==> src/rtl/fir_load_sequencer.sv <==
// fir_load_sequencer: host-side feeder for the FIR sequencing controller.
// Accepts coefficients and buffered samples over valid/ready handshakes and
// issues them to the controller as lc / dr strobes, paced by its modwait flag.
// Optional build macro FIR_LOAD_TIMEOUT_EN adds a watchdog and a timeout_err
// pulse; without it the sequencer waits on modwait indefinitely.
module fir_load_sequencer #(
  parameter int unsigned FIFO_DEPTH = 4,
  parameter int unsigned NUM_COEFF  = 4
) (
  input  logic                        clk,
  input  logic                        n_reset,
  input  logic                        sample_valid,
  input  logic [15:0]                 sample_data,
  output logic                        sample_ready,
  input  logic                        coeff_valid,
  input  logic [15:0]                 coeff_data,
  output logic                        coeff_ready,
  input  logic                        modwait,
  output logic                        dr,
  output logic                        lc,
  output logic [15:0]                 data_out,
  output logic                        coeff_loaded,
  output logic [$clog2(FIFO_DEPTH):0] fifo_count
`ifdef FIR_LOAD_TIMEOUT_EN
  ,
  output logic                        timeout_err
`endif
);

  localparam int unsigned DATA_W = 16;
  localparam int unsigned PTR_W  = $clog2(FIFO_DEPTH);
  localparam int unsigned CNT_W  = PTR_W + 1;
  localparam int unsigned IDX_W  = $clog2(NUM_COEFF + 1);

  typedef enum logic [2:0] {
    IDLE    = 3'd0,
    C_PULSE = 3'd1,
    C_BUSY  = 3'd2,
    S_ISSUE = 3'd3,
    S_BUSY  = 3'd4
  } state_t;

  state_t              state;
  state_t              state_nxt;
  logic [DATA_W-1:0]   data_nxt;
  logic                loaded_nxt;
  logic [IDX_W-1:0]    coeff_idx;
  logic [IDX_W-1:0]    idx_nxt;
  logic                seen_hi;
  logic                seen_nxt;
  logic                issue_first;
  logic                first_nxt;

  logic [DATA_W-1:0]   mem [FIFO_DEPTH];
  logic [PTR_W-1:0]    wr_ptr;
  logic [PTR_W-1:0]    rd_ptr;
  logic                push_c;
  logic                pop_c;
  logic [DATA_W-1:0]   fifo_head_c;

`ifdef FIR_LOAD_TIMEOUT_EN
  logic [2:0]          wd_cnt;
  logic [2:0]          wd_nxt;
  logic                tmo_nxt;
`endif

  // Handshake readiness: FIFO not full; coefficients only in an idle, quiet controller
  assign sample_ready = (fifo_count != CNT_W'(FIFO_DEPTH));
  assign coeff_ready  = (state == IDLE) && !modwait;
  assign push_c       = sample_valid && sample_ready;
  assign fifo_head_c  = mem[rd_ptr];

  // Sample storage; contents need no reset since occupancy gates every read
  always_ff @(posedge clk) begin
    if (push_c) begin
      mem[wr_ptr] <= sample_data;
    end
  end

  // FIFO pointers and occupancy; power-of-two depth lets pointers wrap naturally
  always_ff @(posedge clk or negedge n_reset) begin
    if (!n_reset) begin
      wr_ptr     <= '0;
      rd_ptr     <= '0;
      fifo_count <= '0;
    end else begin
      if (push_c) begin
        wr_ptr <= wr_ptr + PTR_W'(1);
      end
      if (pop_c) begin
        rd_ptr <= rd_ptr + PTR_W'(1);
      end
      if (push_c && !pop_c) begin
        fifo_count <= fifo_count + CNT_W'(1);
      end else if (pop_c && !push_c) begin
        fifo_count <= fifo_count - CNT_W'(1);
      end
    end
  end

  // Next-state and next-output logic for the issue sequencer
  always_comb begin
    state_nxt  = state;
    data_nxt   = data_out;
    loaded_nxt = coeff_loaded;
    idx_nxt    = coeff_idx;
    seen_nxt   = seen_hi;
    first_nxt  = 1'b0;
    pop_c      = 1'b0;
`ifdef FIR_LOAD_TIMEOUT_EN
    wd_nxt     = 3'd0;
    tmo_nxt    = 1'b0;
`endif

    case (state)
      IDLE: begin
        if (!modwait) begin
          if (coeff_valid) begin
            // a coefficient arriving after a complete set restarts the load
            data_nxt  = coeff_data;
            state_nxt = C_PULSE;
            if (coeff_loaded) begin
              loaded_nxt = 1'b0;
              idx_nxt    = '0;
            end
          end else if ((fifo_count != '0) && coeff_loaded) begin
            data_nxt  = fifo_head_c;
            pop_c     = 1'b1;
            first_nxt = 1'b1;
            state_nxt = S_ISSUE;
          end
        end
      end

      C_PULSE: begin
        seen_nxt  = 1'b0;
        state_nxt = C_BUSY;
      end

      C_BUSY: begin
        if (seen_hi && !modwait) begin
          seen_nxt  = 1'b0;
          state_nxt = IDLE;
          if (coeff_idx == IDX_W'(NUM_COEFF - 1)) begin
            loaded_nxt = 1'b1;
            idx_nxt    = '0;
          end else begin
            idx_nxt = coeff_idx + IDX_W'(1);
          end
        end else if (modwait) begin
          seen_nxt = 1'b1;
        end
      end

      S_ISSUE: begin
        // the first cycle is skipped so dr is seen twice by the controller
        if (modwait && !issue_first) begin
          state_nxt = S_BUSY;
        end
      end

      S_BUSY: begin
        if (!modwait) begin
          state_nxt = IDLE;
        end
      end

      default: begin
        state_nxt = IDLE;
      end
    endcase

`ifdef FIR_LOAD_TIMEOUT_EN
    // watchdog: a controller that never raises modwait abandons the transfer
    if (((state == S_ISSUE) || ((state == C_BUSY) && !seen_hi)) && !modwait) begin
      if (wd_cnt == 3'd6) begin
        tmo_nxt   = 1'b1;
        seen_nxt  = 1'b0;
        state_nxt = IDLE;
      end else begin
        wd_nxt = wd_cnt + 3'd1;
      end
    end
`endif
  end

  // State and registered outputs; strobes decode the upcoming state
  always_ff @(posedge clk or negedge n_reset) begin
    if (!n_reset) begin
      state        <= IDLE;
      lc           <= 1'b0;
      dr           <= 1'b0;
      data_out     <= '0;
      coeff_loaded <= 1'b0;
      coeff_idx    <= '0;
      seen_hi      <= 1'b0;
      issue_first  <= 1'b0;
    end else begin
      state        <= state_nxt;
      lc           <= (state_nxt == C_PULSE);
      dr           <= (state_nxt == S_ISSUE);
      data_out     <= data_nxt;
      coeff_loaded <= loaded_nxt;
      coeff_idx    <= idx_nxt;
      seen_hi      <= seen_nxt;
      issue_first  <= first_nxt;
    end
  end

`ifdef FIR_LOAD_TIMEOUT_EN
  // Watchdog counter and single-cycle timeout pulse
  always_ff @(posedge clk or negedge n_reset) begin
    if (!n_reset) begin
      wd_cnt      <= 3'd0;
      timeout_err <= 1'b0;
    end else begin
      wd_cnt      <= wd_nxt;
      timeout_err <= tmo_nxt;
    end
  end
`endif

endmodule

==> config.mk <==
export PLATFORM = sky130hd
export DESIGN_NAME = fir_load_sequencer
export DESIGN_NICKNAME = d
export VERILOG_FILES = /design/src/rtl/fir_load_sequencer.sv
export SDC_FILE = /design/constraint.sdc
export NUM_CORES = 1
export LEC_CHECK = 0
export CAP_MARGIN = 20
export CELL_PAD_IN_SITES_DETAIL_PLACEMENT = 0
export CELL_PAD_IN_SITES_GLOBAL_PLACEMENT = 1
export CORE_UTILIZATION = 40
export CTS_CLUSTER_SIZE = 24
export DETAILED_ROUTE_END_ITERATION = 10
export PLACE_DENSITY_LB_ADDON = 0.1
export SETUP_SLACK_MARGIN = 0.02
export SKIP_LAST_GASP = 1
export SYNTH_ARGS = -nofsm -noshare
export SYNTH_HDL_FRONTEND = slang
export SYNTH_SLANG_ARGS = --single-unit
==> constraint.sdc <==
create_clock -name clk -period 2.2 [get_ports clk]
set_clock_uncertainty 0.1 [all_clocks]
set_input_delay 0.44 -clock clk [delete_from_list [all_inputs] [get_ports clk]]
set_output_delay 0.44 -clock clk [all_outputs]
set_load 0.03 [all_outputs]
==> impl_summary.log <==
[metrics] status: finished clean
[metrics] synthesized cell area: 0.00412 mm^2
[metrics] endpoint with the worst hold slack: rd_ptr[1]
[metrics] Num CTS Buffers: 9
[metrics] largest voltage drop on the vdd net: 0.502 mV
[metrics] highest net fanout along the worst path: 3
[metrics] vias post-DR: 2,437
[metrics] clock tree from TritonCTS: yes
[metrics] die width: 103 um
[metrics] buffer cell driving the clock tree root: sky130_fd_sc_hd__clkbuf_8
[metrics] fraction of layout instances using a drive strength above 1: 21.5%
[metrics] Max Transition Viols Final: 0
[metrics] sequential area share after synthesis: 67.3%
[metrics] Max clock buf depth: 2
[metrics] static leakage: 2.13 nW
[metrics] Detailed Place HPWL: 5440 um
[metrics] detailed-route vias per instance: 4.91
[metrics] count of inserted antenna diode cells: 0
[metrics] Slowest cell on crit path: sky130_fd_sc_hd__dfrtp_1
[metrics] Hold Path Cell Cnt: 1
[metrics] Total Negative Setup Slacks: 0 ps
[metrics] clock sink count: 98
[metrics] worst r2r path cells: 8
[metrics] Yosys Warn Count: 0
[metrics] most common cell after layout, fill and taps aside: sky130_fd_sc_hd__edfxtp_1
[metrics] Power Density: 1290 mW/mm^2
[metrics] number of maximum-capacitance violations: 0
[metrics] Finished Core Util: 54.7%
[metrics] total buffers and inverters traversed by the critical path: 1
[metrics] Clock Latency Late Sink: 360 ps
[metrics] Hold Crit Class: flip-flop to flip-flop
[metrics] violation count after the first detailed-route iteration: 56
[metrics] top area cells in the synthesized netlist: sky130_fd_sc_hd__edfxtp_1 (47%), sky130_fd_sc_hd__dfrtp_1 (21%), sky130_fd_sc_hd__mux2i_1 (8.0%)
[metrics] startpoint-to-endpoint class of the critical path: flip-flop to flip-flop
[metrics] Most used DFF post-synth: sky130_fd_sc_hd__edfxtp_1
[metrics] CP peak stage delay: 400 ps
[metrics] HP Start: rd_ptr[1]
[metrics] critical path startpoint category: flip-flop
[metrics] r2r startpoint: fifo_count[2]
[metrics] Fmax achieved: 476 MHz
[metrics] placeable core region: 0.00986 mm^2
[metrics] total number of H-tree levels: 3
[metrics] crit share post-route: 95.4%
[metrics] overall die area: 0.0107 mm^2
[metrics] worst slew pin tran: 838 ps
[metrics] I/O pins: 61
[metrics] clock period minus worst slack: 2100 ps
[metrics] Clk pin slew, worst setup/hold paths: 100 ps
[metrics] final WL: 8060 um
[metrics] post-route ant nets: 0
[metrics] highest-count cells in the layout ignoring fill and taps: sky130_fd_sc_hd__edfxtp_1 (64), sky130_fd_sc_hd__clkdlybuf4s50_1 (57), sky130_fd_sc_hd__mux2i_1 (33), sky130_fd_sc_hd__dfrtp_1 (33), sky130_fd_sc_hd__buf_4 (33)
[metrics] number of cell rows: 36
[metrics] Post-Syn Instances: 263
[metrics] required time worst endpoint: 2380 ps
[metrics] average instance area after synthesis: 15.7 um^2
[metrics] Pre-Repair DR Iteration Count: 4
[metrics] area fraction of the dominant cell type after synthesis: 46.6%
[metrics] Post-Syn Nets: 307
[metrics] cell breakdown of the critical path: o31a_1, nand3b_1, ha_2, inv_1, fa_1, xor2_1, nor2_1, xor2_1
[metrics] share of flip-flops with an asynchronous set or reset: 34.7%
[metrics] via count of the first global-routing pass: 2,382
[metrics] worst slack at placement: -357 ps
[metrics] GPL Wtd Cong: 0.711
[metrics] wire length of the first global-routing pass: 12,400 um
[metrics] number of synthesized flops with an enable pin: 64
[metrics] final setup vio count: 0
[metrics] gr usage total: 16.3%
[metrics] Hold Fails Final Rpt: 0
[metrics] number of flip-flops and latches in the synthesized netlist: 98
[metrics] count of cell types in the netlist: 41
[metrics] overall power consumption: 6.98 mW
[metrics] number of nets in the layout: 402
[metrics] RSZ-0062 raised after global routing: yes
[metrics] height of the die: 103 um
[metrics] worst relative slew slack: 43.9%
[metrics] area added between synthesis and finish: 30.9%
[metrics] pin count of the biggest net entering global routing: 21
[metrics] crit-path leading delay family: adder cells
[metrics] initial core utilization: 41.8%
[metrics] antenna violations before repair: 0
[metrics] final setup margin: 101 ps
[metrics] worst reg2reg path endpoint: fifo_count[2]
[metrics] biggest area consumer among synthesized cells: sky130_fd_sc_hd__edfxtp_1
[metrics] cell mode on critical path: sky130_fd_sc_hd__xor2_1
[metrics] drt drc: 0
[metrics] Worst setup EP type: flip-flop
[metrics] critical path data arrival time: 2280 ps
[metrics] worst setup slack for register-to-register paths: 100 ps
[metrics] total global routing overflow: 0
[metrics] routed length per placed instance: 16.2 um
[metrics] quantity of I/O buffers inserted on ports: 60
cell type report:
type	count	area (um^2)
repair buffers	99	962
flip-flops and latches	98	2770
fillers	818	4470
multi-input cells	143	1250
inverters	7	26.3
clock inverters	6	88.8
clock buffers	10	128
well taps	133	166
cells by family (layout without fill, tap and decap cells):
family,after synthesis,in the layout,share of synthesized area [%]
AOI/OAI and AO/OA,32,32,6.35
xor gates and xnor gates,6,6,1.28
adders and majority gates,7,7,2.31
buffers and inverters,22,122,2.46
DFF,98,98,67.3
muxes,52,52,14.1
and+or+nand+nor,46,46,6.19
stage by stage:
step	instance area, um^2	cells	hold slack (ps)
5_1_grt	5390	496	429
2_1_floorplan	4130	263	44.4
3_5_place_dp	5150	477	366
6_report	5390	496	406
3_3_place_gp	5150	477	372
4_1_cts	5380	494	402
worst reg2reg max path, delay by kind of cell, from the launching register on:
kind                       cells  cell delay (ps)
buffers and inverters          1               50
xor gates and xnor gates       2              330
AOI/OAI and AO/OA              1              360
DFF                            1              400
adders and majority gates      2              560
and+or+nand+nor                2              250
worst max path at each step:
| stage | from | end | slack, ps | cells past startpoint |
|---|---|---|---|---|
| finish | fifo_count[2] | fifo_count[2] | 100 | 8 |
| CTS | modwait | fifo_count[1] | 30 | 7 |
| detailed placement | modwait | fifo_count[1] | -360 | 7 |
| global placement | modwait | fifo_count[1] | -340 | 7 |
| floorplan | state[2] | fifo_count[1] | -290 | 7 |
| global route | fifo_count[2] | fifo_count[2] | -30 | 8 |
routing by layer:
metal	vias up	part of all wire (%)	GRT usage, %
li1	1179	-	-
met2	46	48	26.4
met4	0	1.6	6.50
met5	-	0	0
met3	12	3.1	2.82
met1	1200	47	22.0
cells in the mapped netlist (2+ instances only):
cell	count
sky130_fd_sc_hd__xor2_1	2
sky130_fd_sc_hd__nand2_1	20
sky130_fd_sc_hd__edfxtp_1	64
sky130_fd_sc_hd__dfrtp_1	34
sky130_fd_sc_hd__clkbuf_1	4
sky130_fd_sc_hd__o21ai_0	3
sky130_fd_sc_hd__nand3b_1	3
sky130_fd_sc_hd__xnor2_1	4
sky130_fd_sc_hd__mux2_4	10
sky130_fd_sc_hd__and2_1	5
sky130_fd_sc_hd__mux2_2	9
sky130_fd_sc_hd__ha_1	6
sky130_fd_sc_hd__nor2_1	4
sky130_fd_sc_hd__o221ai_1	16
sky130_fd_sc_hd__a221oi_1	2
sky130_fd_sc_hd__a21oi_1	3
sky130_fd_sc_hd__mux2i_1	33
sky130_fd_sc_hd__inv_1	7
sky130_fd_sc_hd__nand2b_1	4
sky130_fd_sc_hd__buf_2	9
power by group:
part / internal, mW / switching [mW] / total, mW
clock: 0.643 / 0.619 / 1.26
sequential: 2.52 / 0.270 / 2.79
combinational: 1.48 / 1.45 / 2.93
total: 4.64 / 2.34 / 6.98
sequential cells by signal, indices dropped and copies added (netlist names), 2 cells and up:
register,flops
coeff_idx,3
fifo_count,3
mem,64
data_out,16
rd_ptr,2
state,3
wr_ptr,2
repair_timing:
action                                  in CTS  in global routing
buffers inserted                             0                  2
endpoints found under the setup margin       1                  3
hold buffers                                 1                  0
resized for setup                            1                  0
pin swaps                                    0                  2
endpoints found under the hold margin       18                  0
(Power assumes the default switching activity.)
